===== src/rtl/bus_slave_resp_pkg.sv =====
// Shared bus encodings and the slave responder state encoding.
// Imported by the bus slave responder and its wait-state counter.
package bus_slave_resp_pkg;

  localparam logic READ     = 1'b1;
  localparam logic WRITE    = 1'b0;
  localparam logic ENABLE_  = 1'b0;
  localparam logic DISABLE_ = 1'b1;

  localparam int unsigned WORD_ADDR_W = 30;
  localparam int unsigned WORD_DATA_W = 32;
  localparam int unsigned WAIT_CNT_W  = 4;

  typedef enum logic [1:0] {
    SLV_IDLE   = 2'd0,
    SLV_WAIT   = 2'd1,
    SLV_ACCESS = 2'd2,
    SLV_READY  = 2'd3
  } slv_state_e;

  function automatic logic is_request(logic cs_, logic as_);
    return (cs_ == ENABLE_) && (as_ == ENABLE_);
  endfunction

endpackage


===== src/rtl/bus_slave_resp_if.sv =====
// Shared-bus slave slot signals: master drives the request, slave returns data and ready.
interface bus_slave_resp_if
  import bus_slave_resp_pkg::*;
#(
  parameter int unsigned ADDR_W = WORD_ADDR_W,
  parameter int unsigned DATA_W = WORD_DATA_W
);

  logic              s_cs_;
  logic              s_as_;
  logic              s_rw;
  logic [ADDR_W-1:0] s_addr;
  logic [DATA_W-1:0] s_wr_data;
  logic [DATA_W-1:0] s_rd_data;
  logic              s_rdy_;

  modport master (
    output s_cs_, s_as_, s_rw, s_addr, s_wr_data,
    input  s_rd_data, s_rdy_
  );

  modport slave (
    input  s_cs_, s_as_, s_rw, s_addr, s_wr_data,
    output s_rd_data, s_rdy_
  );

endinterface


===== src/rtl/bus_wait_cnt.sv =====
// Loadable 4-bit down-counter; last flags a count of one so the owner can leave its wait state.
module bus_wait_cnt
  import bus_slave_resp_pkg::*;
(
  input  logic                  clk,
  input  logic                  reset,
  input  logic                  load,
  input  logic [WAIT_CNT_W-1:0] load_val,
  input  logic                  dec,
  output logic                  last
);

  logic [WAIT_CNT_W-1:0] cnt_q;

  always_ff @(posedge clk or negedge reset) begin
    if (!reset) begin
      cnt_q <= '0;
    end else if (load) begin
      cnt_q <= load_val;
    end else if (dec && (cnt_q != '0)) begin
      cnt_q <= cnt_q - 1'b1;
    end
  end

  assign last = (cnt_q == WAIT_CNT_W'(1));

endmodule


===== src/rtl/bus_slave_resp.sv =====
// Shared-bus slave responder: latches a request, waits WAIT_CYCLES, does one local
// memory access and returns a one-cycle active-low ready with gated read data.
module bus_slave_resp
  import bus_slave_resp_pkg::*;
#(
  parameter int unsigned ADDR_W      = WORD_ADDR_W,
  parameter int unsigned DATA_W      = WORD_DATA_W,
  parameter int unsigned MEM_ADDR_W  = 10,
  parameter int unsigned WAIT_CYCLES = 0
) (
  input  logic                  clk,
  input  logic                  reset,
  bus_slave_resp_if.slave       bus,
  output logic [MEM_ADDR_W-1:0] mem_addr,
  output logic                  mem_en,
  output logic                  mem_we,
  output logic [DATA_W-1:0]     mem_wr_data,
  input  logic [DATA_W-1:0]     mem_rd_data
);

  if (WAIT_CYCLES > (1 << WAIT_CNT_W) - 1) begin : gen_bad_wait
    $error("bus_slave_resp: WAIT_CYCLES must be 0..15");
  end
  if (MEM_ADDR_W > ADDR_W) begin : gen_bad_addr
    $error("bus_slave_resp: MEM_ADDR_W must not exceed ADDR_W");
  end

  slv_state_e            state_q;
  logic [MEM_ADDR_W-1:0] addr_q;
  logic                  rw_q;
  logic [DATA_W-1:0]     data_q;
  logic                  en_q;
  logic                  we_q;
  logic                  rdy_q;

  logic request;
  logic cnt_load;
  logic cnt_last;

  assign request  = is_request(bus.s_cs_, bus.s_as_);
  assign cnt_load = (state_q == SLV_IDLE) && request && (WAIT_CYCLES != 0);

  bus_wait_cnt u_wait_cnt (
    .clk      (clk),
    .reset    (reset),
    .load     (cnt_load),
    .load_val (WAIT_CNT_W'(WAIT_CYCLES)),
    .dec      (state_q == SLV_WAIT),
    .last     (cnt_last)
  );

  // Strobes are registered alongside the state so they never glitch on transitions.
  always_ff @(posedge clk or negedge reset) begin
    if (!reset) begin
      state_q <= SLV_IDLE;
      addr_q  <= '0;
      rw_q    <= 1'b0;
      data_q  <= '0;
      en_q    <= 1'b0;
      we_q    <= 1'b0;
      rdy_q   <= DISABLE_;
    end else begin
      en_q  <= 1'b0;
      we_q  <= 1'b0;
      rdy_q <= DISABLE_;
      case (state_q)
        SLV_IDLE: begin
          if (request) begin
            addr_q <= bus.s_addr[MEM_ADDR_W-1:0];
            rw_q   <= bus.s_rw;
            data_q <= bus.s_wr_data;
            if (WAIT_CYCLES == 0) begin
              state_q <= SLV_ACCESS;
              en_q    <= 1'b1;
              we_q    <= (bus.s_rw == WRITE);
            end else begin
              state_q <= SLV_WAIT;
            end
          end
        end
        SLV_WAIT: begin
          if (cnt_last) begin
            state_q <= SLV_ACCESS;
            en_q    <= 1'b1;
            we_q    <= (rw_q == WRITE);
          end
        end
        SLV_ACCESS: begin
          state_q <= SLV_READY;
          rdy_q   <= ENABLE_;
        end
        SLV_READY: state_q <= SLV_IDLE;
        default:   state_q <= SLV_IDLE;
      endcase
    end
  end

  assign mem_addr    = addr_q;
  assign mem_wr_data = data_q;
  assign mem_en      = en_q;
  assign mem_we      = we_q;

  assign bus.s_rdy_ = rdy_q;
  // Zero outside a read ready so several slaves can be OR-merged on the bus.
  assign bus.s_rd_data = ((rdy_q == ENABLE_) && (rw_q == READ)) ? mem_rd_data : '0;

  if (ADDR_W > MEM_ADDR_W) begin : gen_unused_addr
    logic unused_addr;
    assign unused_addr = ^bus.s_addr[ADDR_W-1:MEM_ADDR_W];
  end

endmodule


===== src/flat_wrapper.sv =====
// flat-port wrapper written by rule: the top's interface ports become plain ports
module bus_slave_resp_flat import bus_slave_resp_pkg::*;
#(
  parameter int unsigned ADDR_W      = WORD_ADDR_W,
  parameter int unsigned DATA_W      = WORD_DATA_W,
  parameter int unsigned MEM_ADDR_W  = 10,
  parameter int unsigned WAIT_CYCLES = 0
)
  (clk, reset, mem_addr, mem_en, mem_we, mem_wr_data, mem_rd_data, bus_s_cs_, bus_s_as_, bus_s_rw, bus_s_addr, bus_s_wr_data, bus_s_rd_data, bus_s_rdy_);
  bus_slave_resp_if #(.ADDR_W(ADDR_W), .DATA_W(DATA_W)) bus_i ();
  input  logic clk;
  input  logic reset;
  output logic [MEM_ADDR_W-1:0] mem_addr;
  output logic mem_en;
  output logic mem_we;
  output logic [DATA_W-1:0] mem_wr_data;
  input  logic [DATA_W-1:0] mem_rd_data;
  input wire logic [$bits(bus_i.s_cs_)-1:0] bus_s_cs_;
  input wire logic [$bits(bus_i.s_as_)-1:0] bus_s_as_;
  input wire logic [$bits(bus_i.s_rw)-1:0] bus_s_rw;
  input wire logic [$bits(bus_i.s_addr)-1:0] bus_s_addr;
  input wire logic [$bits(bus_i.s_wr_data)-1:0] bus_s_wr_data;
  output wire logic [$bits(bus_i.s_rd_data)-1:0] bus_s_rd_data;
  output wire logic [$bits(bus_i.s_rdy_)-1:0] bus_s_rdy_;
  assign bus_i.s_cs_ = bus_s_cs_;
  assign bus_i.s_as_ = bus_s_as_;
  assign bus_i.s_rw = bus_s_rw;
  assign bus_i.s_addr = bus_s_addr;
  assign bus_i.s_wr_data = bus_s_wr_data;
  assign bus_s_rd_data = bus_i.s_rd_data;
  assign bus_s_rdy_ = bus_i.s_rdy_;
  bus_slave_resp #(.ADDR_W(ADDR_W), .DATA_W(DATA_W), .MEM_ADDR_W(MEM_ADDR_W), .WAIT_CYCLES(WAIT_CYCLES)) u_core (.clk(clk), .reset(reset), .bus(bus_i), .mem_addr(mem_addr), .mem_en(mem_en), .mem_we(mem_we), .mem_wr_data(mem_wr_data), .mem_rd_data(mem_rd_data));
endmodule

===== config.mk =====
export PLATFORM = sky130hd
export DESIGN_NAME = bus_slave_resp_flat
export DESIGN_NICKNAME = d
export VERILOG_FILES = /design/src/rtl/bus_slave_resp_pkg.sv /design/src/rtl/bus_slave_resp_if.sv /design/src/rtl/bus_wait_cnt.sv /design/src/rtl/bus_slave_resp.sv /design/src/flat_wrapper.sv
export SDC_FILE = /design/constraint.sdc
export NUM_CORES = 1
export LEC_CHECK = 0
export CORE_MARGIN = 3
export CORE_UTILIZATION = 36
export CTS_CLUSTER_SIZE = 10
export DETAILED_ROUTE_END_ITERATION = 10
export PLACE_DENSITY = 0.9
export SLEW_MARGIN = 20
export SYNTH_ARGS = -nofsm -noshare
export SYNTH_HDL_FRONTEND = slang
export SYNTH_SLANG_ARGS = --single-unit

===== constraint.sdc =====
create_clock -name clk -period 3.4 [get_ports clk]
set_input_delay 0.34 -clock clk [delete_from_list [all_inputs] [get_ports clk]]
set_output_delay 0.34 -clock clk [all_outputs]
set_load 0.05 [all_outputs]

==> impl_metrics.yaml <==
floorplan:
  core_area_um2: 5990
  num_rows: 28
  die_w_um: 85.0
  initial_core_util: 0.375
  io_pins: 176
  design.die.area_um2: 7230
  die_h_um: 85.0
worst_setup_path:
  cp_slowest_stage_delay_ps: 810
  cp_data_arrival_time_ps: 2080
  cp_num_buf_inv: 2
  worstSetupEndpointType: "output pin"
  worstPathMaxFanout: 32
  crit_required_ps: 3060
  critPathLaunchType: "register"
  cp_top_family: "buffers and inverters"
  crit_chain: "nor2b_1 > buf_4 > and2_1 > clkdlybuf4s50_1"
  critical_path_class: "reg -> out"
  critPathSlowestCell: "clkdlybuf4s50_1"
global_route:
  grt_pass1_wl_mm: 9.56
  grt_max_degree: 44
  grt_use_total: 0.166
  gr-total-overflow: 0
  antenna_found_initial: 0
  grt_pass1_vias: 1941
placed_design:
  placed_cell_area_um2: 3850
  gp_congestion: 0.774
  pre_cts_ws_ps: 1300
  io_buffers: 155
  dp_hpwl_mm: 4.52
clock_tree:
  clkSlewWorstSetupHoldPaths_ps: 100
  cts_buffers: 5
  ctsHoldBuffers: 0
  cts_sinks: 52
  cts_setup_buffers: 0
  clockRootBuffer: "clkbuf_8"
  htreeDepth: 2
  cts_tree: "built"
  worst_skew_pair.late_latency_ps: 310
  cts_buffer_depth: 2
  post_cts_resized: 0
detailed_routing:
  postRouteAntennaNets: 0
  firstDrtPassIters: 4
  viasPerCell: 4.50
  drt_iter0_drc: 45
  routed_wl_mm: 5.81
  routedWlPerCell_um: 14.6
  num_vias: 1790
  route.detailed.drc: 0
timing:
  finalHoldViolCount: 0
  maxSlewViolCount: 0
  min_period_ps: 2420
  max_freq_mhz: 414
  rsz0062_at_grt: "no"
  fin_ws_ps: 985
  setup_viol: 0
  finClkSkew_ps: 17.9
  max_slew_margin: 0.529
  finalSetupTns_ps: 0
  fin_crit_sh: 0.710
  worst_slew_pin_slew_ps: 706
layout:
  postLayoutCoreUtil: 0.660
  area_growth_pct: 75.7
  finalInstanceArea_um2: 3950
  layout-drive-gt1-share: 0.170
  layout_commonest_cell: "clkdlybuf4s50_1"
  mostFrequentLayoutCells: "154 x clkdlybuf4s50_1, 51 x dfrtp_1, 41 x mux2_2"
  diodes: 0
  nets: 424
pwr:
  leakage_nw: 1.62
  p_per_area_nw_per_um2: 945
  irDropWorstVdd_mv: 0.582
  total_power_mw: 3.73
logic_synthesis:
  synth-warning-count: 0
  yosysTopAreaCellShare: 0.568
  synth-seq-cells: 52
  yosysSeqAreaShare: 0.579
  synth_nets: 266
  postSynthCellCount: 164
  yosys.area.top_type: "dfrtp_1"
  ys_types: 22
  synthesis.area_um2: 2250
  yosys-top-cells-area: "dfrtp_1 57%, mux2_2 21%, and2_1 8.9%, buf_6 2.0%, ha_1 1.7%"
  syn-mean-instance-area_um2: 13.7
run_status:
  outcome: "completed"
run:
  cap_viol_max_count: 0
min_path:
  hold_path.class: "in -> async"
## layout make-up
class | count | area, um2
clock buffer | 6 | 82.6
inverter | 2 | 7.51
sequential | 52 | 1300
tap | 75 | 93.8
fill | 440 | 2040
timing repair buffer | 158 | 1570
clock inverter | 2 | 13.8
multi-input combinational | 103 | 882
## worst reg2reg max path, stage by stage, from the launching register on
cell and delay (ps):
dfrtp_1 460, nor4_4 290, buf_4 490, mux2_2 450
## metal layers
layer	routed length (um)	global-route usage
met1	2230	0.194
met4	76	0.0590
met2	2970	0.292
met3	539	0.0447
met5	0	0
## cell usage after synthesis
cell / instances
nor2_1: 5
a21oi_1: 1
mux2i_1: 1
o22ai_1: 1
dfstp_2: 1
nor4_4: 1
nor3b_1: 1
nand2_1: 4
mux2_2: 41
nor2b_1: 3
clkbuf_1: 3
dfrtp_1: 51
nand2b_1: 2
xnor2_1: 1
a22o_1: 1
inv_1: 2
ha_1: 3
o21ai_0: 2
nor4_1: 1
buf_6: 4
mux2_1: 3
and2_1: 32
## through the flow
stage | cells | hold WS (ps)
final | 398 | 65.7
after global routing | 398 | 113
after CTS | 398 | 92.2
after detailed placement | 390 | 434
after global placement | 390 | 431
after floorplan | 164 | 44.4
## flip-flops by register name (all words and copies together), names as in the netlist
signal,cells
u_core.bus.s_rdy_,1
u_core.mem_en,1
u_core.u_wait_cnt.cnt_q,4
u_core.rw_q,1
u_core.mem_we,1
u_core.mem_addr,10
u_core.mem_wr_data,32
u_core.state_q,2
## worst paths after layout
check,start,end,slack [ps],depth (start not counted)
min reg2reg,u_core.mem_wr_data[3],u_core.mem_wr_data[3],500,1
max in group asynchronous,reset,u_core.mem_wr_data[21],2580,2
min in group clk,u_core.mem_wr_data[3],u_core.mem_wr_data[3],500,1
max,u_core.rw_q,bus_s_rd_data[14],980,4
min,reset,u_core.mem_wr_data[9],70,1
max reg2reg,u_core.state_q[0],u_core.mem_wr_data[20],1590,3
## cell families after synthesis
kind of cell	count (synthesis)	synth area share
XOR/XNOR	1	0.00390
AO/OA/AOI/OAI	5	0.0134
flip-flops	52	0.579
AND/OR/NAND/NOR	49	0.134
adder cells (fa/ha/maj)	3	0.0167
multiplexers	45	0.225
buffers and inverters	9	0.0284
## where the power goes
| part | switching, mW | internal, mW |
|---|---|---|
| Combinational | 1.44 | 0.863 |
| Sequential | 0.156 | 0.900 |
| Clock | 0.201 | 0.167 |
Note: power is estimated with default switching activity, not from simulation.
